$ cat src/rtl/sync_frame_pkg.sv
// Shared types and constants for the sync-byte framed stream parser.
package sync_frame_pkg;

  typedef enum logic [2:0] {
    ST_HUNT0,
    ST_HUNT1,
    ST_LEN,
    ST_PAYLOAD,
    ST_CSUM
  } state_t;

  localparam int unsigned BYTE_W      = 8;
  localparam int unsigned CNT_W       = 16;
  localparam logic [7:0]  SYNC0_DEF   = 8'h55;
  localparam logic [7:0]  SYNC1_DEF   = 8'hAA;
  localparam logic [7:0]  MAX_LEN_DEF = 8'd64;

  // Saturating increment for the frame statistics counters.
  function automatic logic [CNT_W-1:0] sat_inc(input logic [CNT_W-1:0] v);
    return (v == {CNT_W{1'b1}}) ? v : v + CNT_W'(1);
  endfunction

endpackage

$ cat src/rtl/sfp_out_reg.sv
// Single-entry payload holding register with valid/ready handshake.
module sfp_out_reg
  import sync_frame_pkg::*;
(
  input  logic              rd_clk,
  input  logic              rd_rst,
  input  logic              i_load,
  input  logic [BYTE_W-1:0] i_data,
  input  logic              i_sop,
  input  logic              i_eop,
  input  logic              i_ready,
  output logic              o_valid,
  output logic [BYTE_W-1:0] o_data,
  output logic              o_sop,
  output logic              o_eop
);

  logic              r_valid;
  logic [BYTE_W-1:0] r_data;
  logic              r_sop;
  logic              r_eop;

  // A load wins over a drain so back-to-back beats keep valid high.
  always_ff @(posedge rd_clk or posedge rd_rst) begin
    if (rd_rst) begin
      r_valid <= 1'b0;
      r_data  <= '0;
      r_sop   <= 1'b0;
      r_eop   <= 1'b0;
    end else if (i_load) begin
      r_valid <= 1'b1;
      r_data  <= i_data;
      r_sop   <= i_sop;
      r_eop   <= i_eop;
    end else if (i_ready) begin
      r_valid <= 1'b0;
    end
  end

  assign o_valid = r_valid;
  assign o_data  = r_data;
  assign o_sop   = r_sop;
  assign o_eop   = r_eop;

endmodule

$ cat src/rtl/sync_frame_parser.sv
// Hunts SYNC0/SYNC1, reads a length byte, forwards the payload and checks
// the trailing XOR checksum, reporting per-frame status and counts.
module sync_frame_parser
  import sync_frame_pkg::*;
#(
  parameter logic [7:0] SYNC0   = SYNC0_DEF,
  parameter logic [7:0] SYNC1   = SYNC1_DEF,
  parameter logic [7:0] MAX_LEN = MAX_LEN_DEF
) (
  input  logic             rd_clk,
  input  logic             rd_rst,
  input  logic [7:0]       in_data,
  input  logic             in_vld,
  output logic             in_rd_en,
  output logic [7:0]       m_data,
  output logic             m_valid,
  input  logic             m_ready,
  output logic             m_sop,
  output logic             m_eop,
  output logic             frame_ok,
  output logic             frame_err,
  output logic [CNT_W-1:0] ok_cnt,
  output logic [CNT_W-1:0] err_cnt
);

  state_t           r_state;
  logic [7:0]       r_len;
  logic [7:0]       r_remaining;
  logic [7:0]       r_csum;
  logic             r_frame_ok;
  logic             r_frame_err;
  logic [CNT_W-1:0] r_ok_cnt;
  logic [CNT_W-1:0] r_err_cnt;

  logic w_xfer;
  logic w_load;
  logic w_sop;
  logic w_eop;

  // Header/trailer bytes always drain; payload pops only when the holding slot frees up.
  assign in_rd_en = (r_state == ST_PAYLOAD) ? (~m_valid | m_ready) : 1'b1;
  assign w_xfer   = in_vld & in_rd_en;
  assign w_load   = w_xfer & (r_state == ST_PAYLOAD);
  assign w_sop    = (r_remaining == r_len);
  assign w_eop    = (r_remaining == 8'd1);

  always_ff @(posedge rd_clk or posedge rd_rst) begin
    if (rd_rst) begin
      r_state     <= ST_HUNT0;
      r_len       <= '0;
      r_remaining <= '0;
      r_csum      <= '0;
      r_frame_ok  <= 1'b0;
      r_frame_err <= 1'b0;
    end else begin
      r_frame_ok  <= 1'b0;
      r_frame_err <= 1'b0;
      if (w_xfer) begin
        case (r_state)
          ST_HUNT0: begin
            if (in_data == SYNC0) r_state <= ST_HUNT1;
          end
          ST_HUNT1: begin
            if (in_data == SYNC1)      r_state <= ST_LEN;
            else if (in_data != SYNC0) r_state <= ST_HUNT0;
          end
          ST_LEN: begin
            r_len       <= in_data;
            r_remaining <= in_data;
            r_csum      <= in_data;
            if (in_data == 8'd0) begin
              r_state <= ST_CSUM;
            end else if (in_data > MAX_LEN) begin
              r_frame_err <= 1'b1;
              r_state     <= ST_HUNT0;
            end else begin
              r_state <= ST_PAYLOAD;
            end
          end
          ST_PAYLOAD: begin
            r_csum      <= r_csum ^ in_data;
            r_remaining <= r_remaining - 8'd1;
            if (w_eop) r_state <= ST_CSUM;
          end
          ST_CSUM: begin
            r_frame_ok  <= (in_data == r_csum);
            r_frame_err <= (in_data != r_csum);
            r_state     <= ST_HUNT0;
          end
          default: r_state <= ST_HUNT0;
        endcase
      end
    end
  end

  // Frame statistics, advanced by the registered status pulses.
  always_ff @(posedge rd_clk or posedge rd_rst) begin
    if (rd_rst) begin
      r_ok_cnt  <= '0;
      r_err_cnt <= '0;
    end else begin
      if (r_frame_ok)  r_ok_cnt  <= sat_inc(r_ok_cnt);
      if (r_frame_err) r_err_cnt <= sat_inc(r_err_cnt);
    end
  end

  assign frame_ok  = r_frame_ok;
  assign frame_err = r_frame_err;
  assign ok_cnt    = r_ok_cnt;
  assign err_cnt   = r_err_cnt;

  sfp_out_reg u_out_reg (
    .rd_clk  (rd_clk),
    .rd_rst  (rd_rst),
    .i_load  (w_load),
    .i_data  (in_data),
    .i_sop   (w_sop),
    .i_eop   (w_eop),
    .i_ready (m_ready),
    .o_valid (m_valid),
    .o_data  (m_data),
    .o_sop   (m_sop),
    .o_eop   (m_eop)
  );

endmodule

$ cat config.mk
export PLATFORM = sky130hd
export DESIGN_NAME = sync_frame_parser
export DESIGN_NICKNAME = d
export VERILOG_FILES = /design/src/rtl/sync_frame_pkg.sv /design/src/rtl/sfp_out_reg.sv /design/src/rtl/sync_frame_parser.sv
export SDC_FILE = /design/constraint.sdc
export NUM_CORES = 1
export LEC_CHECK = 0
export CAP_MARGIN = 20
export CORE_MARGIN = 4
export CORE_UTILIZATION = 35
export DETAILED_ROUTE_END_ITERATION = 8
export PLACE_DENSITY = 0.59
export SYNTH_ARGS = -nofsm -noshare
export SYNTH_HDL_FRONTEND = slang
export SYNTH_SLANG_ARGS = --single-unit
$ cat constraint.sdc
create_clock -name rd_clk -period 4.66 [get_ports rd_clk]
set_input_delay 1.165 -clock rd_clk [delete_from_list [all_inputs] [get_ports rd_clk]]
set_output_delay 1.165 -clock rd_clk [all_outputs]
set_load 0.02 [all_outputs]
Yosys cells after proc, flatten, opt, wreduce, memory -nomap -nowiden
Cells that the tools add are included.

$add $sub $neg: 3. Magnitude comparators: 1. Eq/ne operators: 16. Mux-type cells: 18. Bitwise logic cells: 7. Reductions and logical operators: 9.

Operators with widths (count): 16-bit by 1-bit adder with 16-bit output (second input constant) (2); 16-bit == test (second input constant) (2); 8-bit case mux with 2 select lines (2); 8-bit == test (2); 3-bit 2-to-1 mux (5); 3-bit case mux with 4 select lines (1); 8-bit by 1-bit == test with 1-bit output (second input constant) (1); 8-bit by 7-bit == test with 1-bit output (second input constant) (1); 8-bit == test (second input constant) (1); 8-bit by 7-bit > comparator with 1-bit output (second input constant) (1); 8-bit logical NOT (1); 1-bit 2-to-1 mux (8); 8-bit by 7-bit inequality test with 1-bit output (second input constant) (1); 8-bit inequality test (1); 2-bit AND reduction (4); 8-bit by 1-bit subtractor with 8-bit output (second input constant) (1); 8-bit bitwise XOR (1); 3-bit by 2-bit == test with 1-bit output (second input constant) (2); 4-bit AND reduction (1); 2-bit nonzero test (2); 3-bit by 1-bit == test with 1-bit output (second input constant) (1); 3-bit == test (second input constant) (1); 3-bit logical NOT (1); 3-bit inequality test (second input constant) (1); 7 further kinds (10).

Flip-flop bits (word level): 72. Input port bits: 12. Output and inout bits: 46. Word-level logic and storage cells: 66.

Longest topological paths before layout
Gate-level depths: netlist of run 1.

Depth after elaboration: 6. Gate-level depth with buffers: 8. Gate-level depth less buffers: 6.

Cells and area by module
A second synthesis of run 1 with hierarchy kept.

Cell total of the unflattened synthesis: 365. Area total of the unflattened synthesis: 3677.3 µm².

Modules (own cells, without submodules): sync_frame_parser (instances 1, cells an instance 340, area each 3228.1 µm², seq. area each 1526.5 µm²); sfp_out_reg (instances 1, cells an instance 25, area each 449.2 µm², seq. area each 275.3 µm²).

Least setup slack after synthesis of run 1
Ideal clock, no wire load.

Path kind: input to register. From: input port in_data[5]. To: register r_state[0]. Setup time: 125 ps. Data arrival time: 2629 ps. Required time: 4535 ps. Path slack: 1906 ps. Cell stages on the path: 6. Buffers on the path: 1. Cells stage by stage: buf_2 or3_4 nor4_4 mux2_4 nand3_1 mux2_4.

Cells in the longest elaborated chain, start to end: 4. Elaborated cells between the ends (all ways): 12. Those cells by class: order compare (1); eq/ne (5); mux (4); reduce/logical (2).

RTL lines: start: declaration (line sync_frame_parser.sv:12) `input logic [7:0] in_data,`; 8-bit by 7-bit > comparator with 1-bit output (line sync_frame_parser.sv:73) `end else if (in_data > MAX_LEN) begin`; 2-bit 2-to-1 mux (line sync_frame_parser.sv:73); 3-bit 2-to-1 mux (line sync_frame_parser.sv:71) `if (in_data == 8'd0) begin`; 3-bit case mux with 4 select lines (line sync_frame_parser.sv:59) `case (r_state)`; end signal: assignment (line sync_frame_parser.sv:61) `if (in_data == SYNC0) r_state <= ST_HUNT1;`; end signal: assignment (line sync_frame_parser.sv:72) `r_state <= ST_CSUM;`; end signal: assignment (line sync_frame_parser.sv:75) `r_state <= ST_HUNT0;`; end: declaration (line sync_frame_parser.sv:26) `state_t r_state;`.

Several ways; a longest one is shown, not always the timed one. A chain may end at the register's enable or synchronous reset.

Worst setup path in the final report of run 1
From: input port m_ready. To: output port in_rd_en.

Cells in the longest elaborated chain, start to end: 2.

RTL lines: start: declaration (line sync_frame_parser.sv:17) `input logic m_ready,`; 1-bit OR (line sync_frame_parser.sv:41) `assign in_rd_en = (r_state == ST_PAYLOAD) ? (~m_valid | m_ready) : 1'b1;`; 1-bit 2-to-1 mux (line sync_frame_parser.sv:41); end: declaration (line sync_frame_parser.sv:14) `output logic in_rd_en,`.

Every way passes these cells.

==> flow_metrics.tcl, run 1 <==
set metrics [dict create \
    fin_util 0.439 \
    gp_congestion 0.839 \
    status "completed" \
    track_usage 0.141 \
    die_area_um2 12200 \
    wirelength_um 8160 \
    ys_warn_count 0 \
    cts_max_path_buffers 2 \
    synth_top_family_by_area "simple AND/OR/NAND/NOR gates" \
    dp_hpwl_um 5770 \
    synth_ff_type "dfrtp_1" \
    hold_violations 0 \
    cp_data_arrival_time_ns 2.59 \
    synth-edff-count 0 \
    die_h_um 110 \
    final_nets 417 \
    yosys.area_share.simple 0.183 \
    clock_skew_ns 0.0106 \
    regArea_um2 1800 \
    cts.sinks 72 \
    async_reset_ff_frac 1.00 \
    drive_gt1_frac 0.101 \
    synthesis.area_um2 3660 \
    port-buffer-count 57 \
    clock_latency_ns 0.34 \
    timing.hold.ws_ns 0.480 \
    cts_resized 0 \
    cts-root-buf "clkbuf_8" \
    worst_setup_path_end_kind "primary output" \
    rows 37 \
    ant_nets 0 \
    htreeDepth 3 \
    synth_seq_cells 72 \
    start_kind "primary input" \
    ys_types 49 \
    power_density_nw_per_um2 301 \
    drc 0 \
    start_util 0.358 \
    vias 2825 \
    area_growth_pct 22.8 \
    rsz0062_at_grt "false" \
    cts.clk_slew.worst_paths_ns 0.06 \
    fmax_mhz 266 \
    overflow 0 \
    vdd_drop_max_uv 214 \
    totalPowerFinal_mw 1.35 \
    antenna_found_initial 0 \
    synthMuxAreaShare 0.0646 \
    slew_violations 0 \
    core_area_um2 10200 \
    synth_nets 369 \
    max-cap-violations 0 \
    hold_path_class "register to register" \
    p_leak_nw 1.95 \
    crit_fanout 4 \
    avgSynthCellArea_um2 10.4 \
    io_pins 58 \
    die_width_um 110 \
    setup_viol 0 \
    synth-compound-area-share 0.108 \
    required_ns 3.49 \
    avgRoutedWirePerCell_um 15.1 \
    slew_headroom 0.516 \
    via_per_inst 5.22 \
    synthCells 353 \
    grt_pass1_wl_um 13300 \
    multiInputGateArea_um2 1740 \
    fill_cells 979 \
    grt_start_max_net_pins 44 \
    ys_seq_area_frac 0.492 \
    finalSetupTns_ns 0 \
    fin_crit_sh 0.807 \
    crit_type "primary input to primary output" \
    first_pass_iters 4 \
    worst_pin_slew_ns 0.724 \
    numCtsBuffers 9 \
    antenna-diode-count 0 \
    synth-xor-area-share 0.105 \
    hold_buffers 0 \
    cts_tree "built" \
    drt_iter0_markers 112 \
    synthAdderAreaFrac 0.0137 \
    min_period_ns 3.76 \
    postCtsSetupBuffers 0 \
    grt_pass1_vias 2675 \
]
## sequential cells by signal, indices dropped and copies added (netlist names)
| name | flops |
|---|---|
| err_cnt | 16 |
| frame_err | 1 |
| frame_ok | 1 |
| ok_cnt | 16 |
| r_csum | 8 |
| r_len | 8 |
| r_remaining | 8 |
| r_state | 3 |
| u_out_reg.o_data | 8 |
| u_out_reg.o_eop | 1 |
| u_out_reg.o_sop | 1 |
| u_out_reg.o_valid | 1 |
## cell usage in the layout (no fill, tap or decap), types with 7 or more instances in the layout
cell             count
clkdlybuf4s50_1     57
xnor2_1             24
xor2_1              20
a32o_1               8
nand4_1             11
and3_1               8
nand2_1             30
o21ai_0             34
clkbuf_8            11
dfrtp_1             72
nor2_1              18
nand3_1             16
nor3_1               7
mux2_2              16
## Yosys cell counts (8+ instances only)
library cell | n | area, um2
nand2_1 | 30 | 113
a32o_1 | 8 | 80.1
mux2_2 | 16 | 180
nand3_1 | 16 | 80.1
nand4_1 | 11 | 68.8
o21ai_0 | 34 | 170
xnor2_1 | 24 | 210
clkbuf_1 | 14 | 52.6
and3_1 | 8 | 50.1
nor2_1 | 18 | 67.6
xor2_1 | 20 | 175
dfrtp_1 | 72 | 1800
## power by group
group	switching (mW)	leakage [nW]	total (mW)	internal, mW
Combinational	0.109	0.873	0.203	0.0947
Sequential	0.0490	0.991	0.699	0.650
Clock	0.228	0.0878	0.448	0.220
## worst paths after layout
check | slack [ns] | start | cells after the start | endpoint
max in group asynchronous | 2.46 | rd_rst | 3 | r_len[4]
max | 0.90 | m_ready | 4 | in_rd_en
max reg2reg | 2.34 | r_state[0] | 3 | u_out_reg.o_data[7]
min | 0.48 | u_out_reg.o_sop | 2 | u_out_reg.o_sop
min reg2reg | 0.48 | u_out_reg.o_sop | 2 | u_out_reg.o_sop
min in group asynchronous | 1.21 | rd_rst | 2 | err_cnt[13]
## per-layer routing
layer / up-vias / global-route usage / part of all wire
met5: - / 0 / 0
met4: 0 / 0.0572 / 0.023
met3: 16 / 0.0355 / 0.059
met2: 91 / 0.227 / 0.47
met1: 1370 / 0.183 / 0.45
li1: 1348 / - / -
## logic make-up after synthesis
family                     count (synthesis)
DFF                                       72
buffers and inverters                     28
and+or+nand+nor                          122
AOI/OAI and AO/OA                         63
muxes                                     20
xor gates and xnor gates                  44
adders and majority gates                  4
## through the flow
| step | instance area, um2 | worst slack [ns] | instances |
|---|---|---|---|
| floorplan | 3660 | 1.67 | 353 |
| global placement | 4310 | 0.911 | 526 |
| detailed placement | 4310 | 0.932 | 526 |
| CTS | 4490 | 0.913 | 541 |
| global route | 4490 | 0.845 | 541 |
| finish | 4490 | 0.900 | 541 |
## layout make-up
| cell class | count | share of cell area |
|---|---|---|
| Clock buffer | 11 | 0.0337 |
| Clock inverter | 4 | 0.00640 |
| Inverter | 7 | 0.00585 |
| Multi-Input combinational cell | 253 | 0.387 |
| Sequential cell | 72 | 0.401 |
| Tap cell | 136 | 0.0379 |
| Timing Repair Buffer | 58 | 0.129 |
## worst max-delay path, stage by stage
cell             delay [ns]
clkdlybuf4s50_1        0.43
nor2b_1                0.27
nand2_2                0.15
clkdlybuf4s50_1        0.58
Power figures use the tool's default switching activity.
==> run 2, diff against run 1 <==
==> constraint.sdc (replaced) <==
create_clock -name rd_clk -period 3.7 [get_ports rd_clk]
set_input_delay 0.925 -clock rd_clk [delete_from_list [all_inputs] [get_ports rd_clk]]
set_output_delay 0.925 -clock rd_clk [all_outputs]
set_load 0.02 [all_outputs]
==> run 2 against run 1 <==
Against the previous run: sequential power grew 26%; clock power increased by 56%; final area rose by 2.0%; first-iteration DRC count rose by 2.7%; worst hold slack better by 0.015 ns; power up 36%; cell count rose by 1.1%; utilization increased by 0.88 points; highest routed layer unchanged; routed wire length is 2.4% higher; worst setup slack got worse by 0.45 ns; via count fell by 0.11%.
==> flow_metrics.tcl, run 2 (same netlist as run 1, synthesis figures left out) <==
set metrics [dict create \
    hold_violations 0 \
    track_usage 0.151 \
    slew_headroom 0.500 \
    worstHoldPathCells 1 \
    drive_gt1_frac 0.112 \
    r2r_cells 5 \
    first_pass_iters 4 \
    start_util 0.358 \
    core_area_um2 10200 \
    drc 0 \
    worst_setup_path_end_kind "primary output" \
    drt_iter0_markers 115 \
    start_kind "primary input" \
    hold_buffers 0 \
    layout_common_cells "dfrtp_1 (72), clkdlybuf4s50_1 (57), o21ai_0 (34)" \
    grt_pass1_vias 2797 \
    finalSetupTns_ns 0 \
    fin_util 0.448 \
    hold_path_class "register to register" \
    crit_fanout 4 \
    clock_skew_ns 0.0148 \
    avgRoutedWirePerCell_um 15.3 \
    setup_viol 0 \
    rsz0062_at_grt "false" \
    layout_commonest_cell "dfrtp_1" \
    postLayoutCellArea_um2 4580 \
    status "completed" \
    wirelength_um 8360 \
    cts.clk_slew.worst_paths_ns 0.07 \
    vias 2822 \
    cts.sinks 72 \
    rows 37 \
    grt_pass1_wl_um 14200 \
    die_h_um 110 \
    io_pins 58 \
    final_nets 422 \
    layout_setup_ws_ns 0.446 \
    die_area_um2 12200 \
    ant_nets 0 \
    postCtsSetupBuffers 0 \
    grt_start_max_net_pins 44 \
    via_per_inst 5.16 \
    port-buffer-count 57 \
    cts_max_path_buffers 2 \
    dp_cells 531 \
    numCtsBuffers 9 \
    cts-root-buf "clkbuf_8" \
    die_width_um 110 \
    gp_congestion 0.811 \
    fin_cells 547 \
    dpl_worst_slack_ns 0.419 \
    placed_area_um2 4360 \
    min_period_ns 3.25 \
    max-cap-violations 0 \
    htreeDepth 3 \
    cts_resized 0 \
    overflow 0 \
    clock_latency_ns 0.35 \
    cts_tree "built" \
    timing.hold.ws_ns 0.495 \
    area_growth_pct 25.3 \
    worst_pin_slew_ns 0.743 \
    cp_data_arrival_time_ns 2.33 \
    fmax_mhz 307 \
    dp_hpwl_um 5850 \
    power_density_nw_per_um2 402 \
    antenna-diode-count 0 \
    p_leak_nw 1.99 \
    vdd_drop_max_uv 158 \
    fin_crit_sh 0.879 \
    slew_violations 0 \
    totalPowerFinal_mw 1.84 \
    required_ns 2.77 \
    antenna_found_initial 0 \
    crit_type "primary input to primary output" \
]
[run 2: final timing paths]
kind,startpoint,slack [ns],to
max,m_ready,0.45,in_rd_en
min,ok_cnt[15],0.50,ok_cnt[15]
max reg2reg,r_state[0],1.44,u_out_reg.o_data[7]
min reg2reg,ok_cnt[15],0.50,ok_cnt[15]
max in group asynchronous,rd_rst,2.04,ok_cnt[2]
min in group asynchronous,rd_rst,0.99,err_cnt[15]
[run 2: report_power, final]
group / internal, mW / total, mW / switching [mW]
registers: 0.819 / 0.882 / 0.0632
clock network: 0.384 / 0.700 / 0.317
logic: 0.123 / 0.262 / 0.139
[run 2: layout make-up]
| cell class | count | area (um2) |
|---|---|---|
| Clock buffer | 10 | 128 |
| Inverter | 7 | 26.3 |
| Clock inverter | 6 | 92.6 |
| Multi-Input combinational cell | 253 | 1740 |
| Tap cell | 136 | 170 |
| Fill cell | 955 | 5650 |
| Sequential cell | 72 | 1800 |
| Timing Repair Buffer | 63 | 628 |
[run 2: worst max-delay path, stage by stage]
cell	delay [ns]
clkdlybuf4s50_1	0.40
nor2b_1	0.27
nand2_2	0.16
clkdlybuf4s50_1	0.58
[run 2: routing by layer]
layer / share of wire / wire length (um) / up-vias / GRT usage
met4: 0.022 / 186 / 0 / 0.0651
met5: 0 / 0 / - / 0
met1: 0.46 / 3880 / 1370 / 0.204
met3: 0.051 / 424 / 17 / 0.0326
li1: - / - / 1362 / -
met2: 0.46 / 3860 / 73 / 0.233
==> run 3, diff against run 2 <==
--- a/config.mk
+++ b/config.mk
@@ -10,6 +10,7 @@
 export CORE_UTILIZATION = 35
 export DETAILED_ROUTE_END_ITERATION = 8
 export PLACE_DENSITY = 0.59
+export SKIP_LAST_GASP = 1
 export SYNTH_ARGS = -nofsm -noshare
 export SYNTH_HDL_FRONTEND = slang
 export SYNTH_SLANG_ARGS = --single-unit
==> constraint.sdc (replaced) <==
create_clock -name rd_clk -period 3.7 [get_ports rd_clk]
set_input_delay 0.925 -clock rd_clk [delete_from_list [all_inputs] [get_ports rd_clk]]
set_output_delay 0.925 -clock rd_clk [all_outputs]
set_load 0.1 [all_outputs]
==> run 3 against run 2 <==
Against the previous run: sequential power about the same; via count about the same; combinational power up 23%; flip-flop and latch count unchanged; count of clock-buffer cells in the layout down 1; die area unchanged; sequential share of layout area up 0.75 points; clock power down 8.3%; power up 0.14%; global-route usage down 0.33 points; cell count unchanged; routed wire length up 0.68%.
==> flow_metrics.tcl, run 3 (same netlist as run 1, synthesis figures left out) <==
set metrics [dict create \
    status "completed" \
    slew_violations 0 \
    grt_pass1_vias 2729 \
    first_pass_iters 4 \
    vias 2820 \
    dp_cells 531 \
    drive_gt1_frac 0.192 \
    fin_cells 547 \
    power_density_nw_per_um2 411 \
    worst_setup_path_end_kind "primary output" \
    slew_headroom 0.337 \
    gp_congestion 0.887 \
    timing.hold.ws_ns 0.490 \
    core_area_um2 10200 \
    cts.clk_slew.worst_paths_ns 0.07 \
    ant_nets 0 \
    swShare 0.319 \
    clock_skew_ns 0.0132 \
    grt_start_max_net_pins 40 \
    required_ns 2.77 \
    power.internal_mw 1.26 \
    cts-root-buf "clkbuf_8" \
    cp_data_arrival_time_ns 1.97 \
    p_leak_nw 2.06 \
    crit_fanout 4 \
    fill_cells 976 \
    critPathSlowestCell "clkdlybuf4s50_1" \
    die_area_um2 12200 \
    rsz0062_at_grt "false" \
    grt_pass1_wl_um 13900 \
    cts_max_path_buffers 2 \
    port-buffer-count 57 \
    layout_common_cells "dfrtp_1 (72), buf_4 (36), o21ai_0 (34)" \
    start_util 0.358 \
    regArea_um2 1800 \
    area_growth_pct 22.9 \
    fin_util 0.440 \
    wirelength_um 8410 \
    max-cap-violations 0 \
    avgRoutedWirePerCell_um 15.4 \
    die_width_um 110 \
    rows 37 \
    clock_latency_ns 0.35 \
    layout_commonest_cell "dfrtp_1" \
    multiInputGateArea_um2 1740 \
    max_stage_delay_ns 0.41 \
    finalSetupTns_ns 0 \
    postCtsSetupBuffers 0 \
    hold_path_class "register to register" \
    final_nets 422 \
    hold_violations 0 \
    hold_buffers 0 \
    die_h_um 110 \
    overflow 0 \
    via_per_inst 5.16 \
    track_usage 0.147 \
    totalPowerFinal_mw 1.85 \
    cts_tree "built" \
    antenna_found_initial 0 \
    setup_viol 0 \
    antenna-diode-count 0 \
    combPwrFrac 0.175 \
    switchingPower_mw 0.590 \
    min_period_ns 2.90 \
    drc 0 \
    start_kind "primary input" \
    fmax_mhz 345 \
    drt_iter0_markers 217 \
    cts.sinks 72 \
    crit_type "primary input to primary output" \
    dp_hpwl_um 5910 \
    vdd_drop_max_uv 229 \
    fin_crit_sh 0.783 \
    cts_resized 0 \
    crit_chain "clkdlybuf4s50_1, nor2b_1, nand2_2, buf_12" \
    io_pins 58 \
    sequentialPowerShare 0.478 \
    worst-path-buf-inv 2 \
    clockPowerShare 0.348 \
    numCtsBuffers 9 \
    crit_family "buffers and inverters" \
    worst_pin_slew_ns 0.991 \
    htreeDepth 3 \
]
## run 3: power groups by stage
stage          logic, mW  clock network (mW)  registers (mW)
2_1_floorplan      0.199                   0           0.929
3_3_place_gp       0.318                   0           0.898
3_5_place_dp       0.324                   0           0.896
4_1_cts            0.325               0.664           0.881
5_1_grt            0.354               0.696           0.888
6_report           0.322               0.642           0.882
## run 3: cell type report
| cell class | count | share of cell area |
|---|---|---|
| inverters | 7 | 0.00584 |
| clock buffers | 9 | 0.0275 |
| well taps | 136 | 0.0378 |
| repair buffers | 63 | 0.125 |
| multi-input cells | 253 | 0.386 |
| flip-flops and latches | 72 | 0.401 |
| clock inverters | 7 | 0.0172 |
## run 3: path summary, 6_finish.rpt
path	from	to	slack, ns	cells past startpoint
worst max-delay path	m_ready	in_rd_en	0.80	4
worst min-delay path	u_out_reg.o_eop	u_out_reg.o_eop	0.49	2
worst max register to register	r_state[0]	u_out_reg.o_data[7]	1.39	5
worst min register to register	u_out_reg.o_eop	u_out_reg.o_eop	0.49	2
max in group asynchronous	rd_rst	r_len[6]	1.98	3
min in group asynchronous	rd_rst	err_cnt[13]	1.03	2
## run 3: per-stage QoR
step / cell area [um2] / setup WS, ns
floorplan: 3660 / 0.950
global placement: 4300 / 0.712
detailed placement: 4300 / 0.665
CTS: 4500 / 0.754
global route: 4500 / 0.658
finish: 4500 / 0.801
## run 3: per-layer routing
metal	up-vias	GRT usage	routed length [um]
met4	0	0.0317	89
met2	73	0.235	3900
met3	8	0.0431	450
met5	-	0	0
met1	1372	0.199	3970
li1	1367	-	-
## run 3: worst reg2reg max path, cell delays in order, from the launching register on
cell and delay [ns]:
dfrtp_1 0.75, and3b_1 0.40, nand2_2 0.17, nand3_1 0.30
buf_4 0.25, mux2_1 0.33
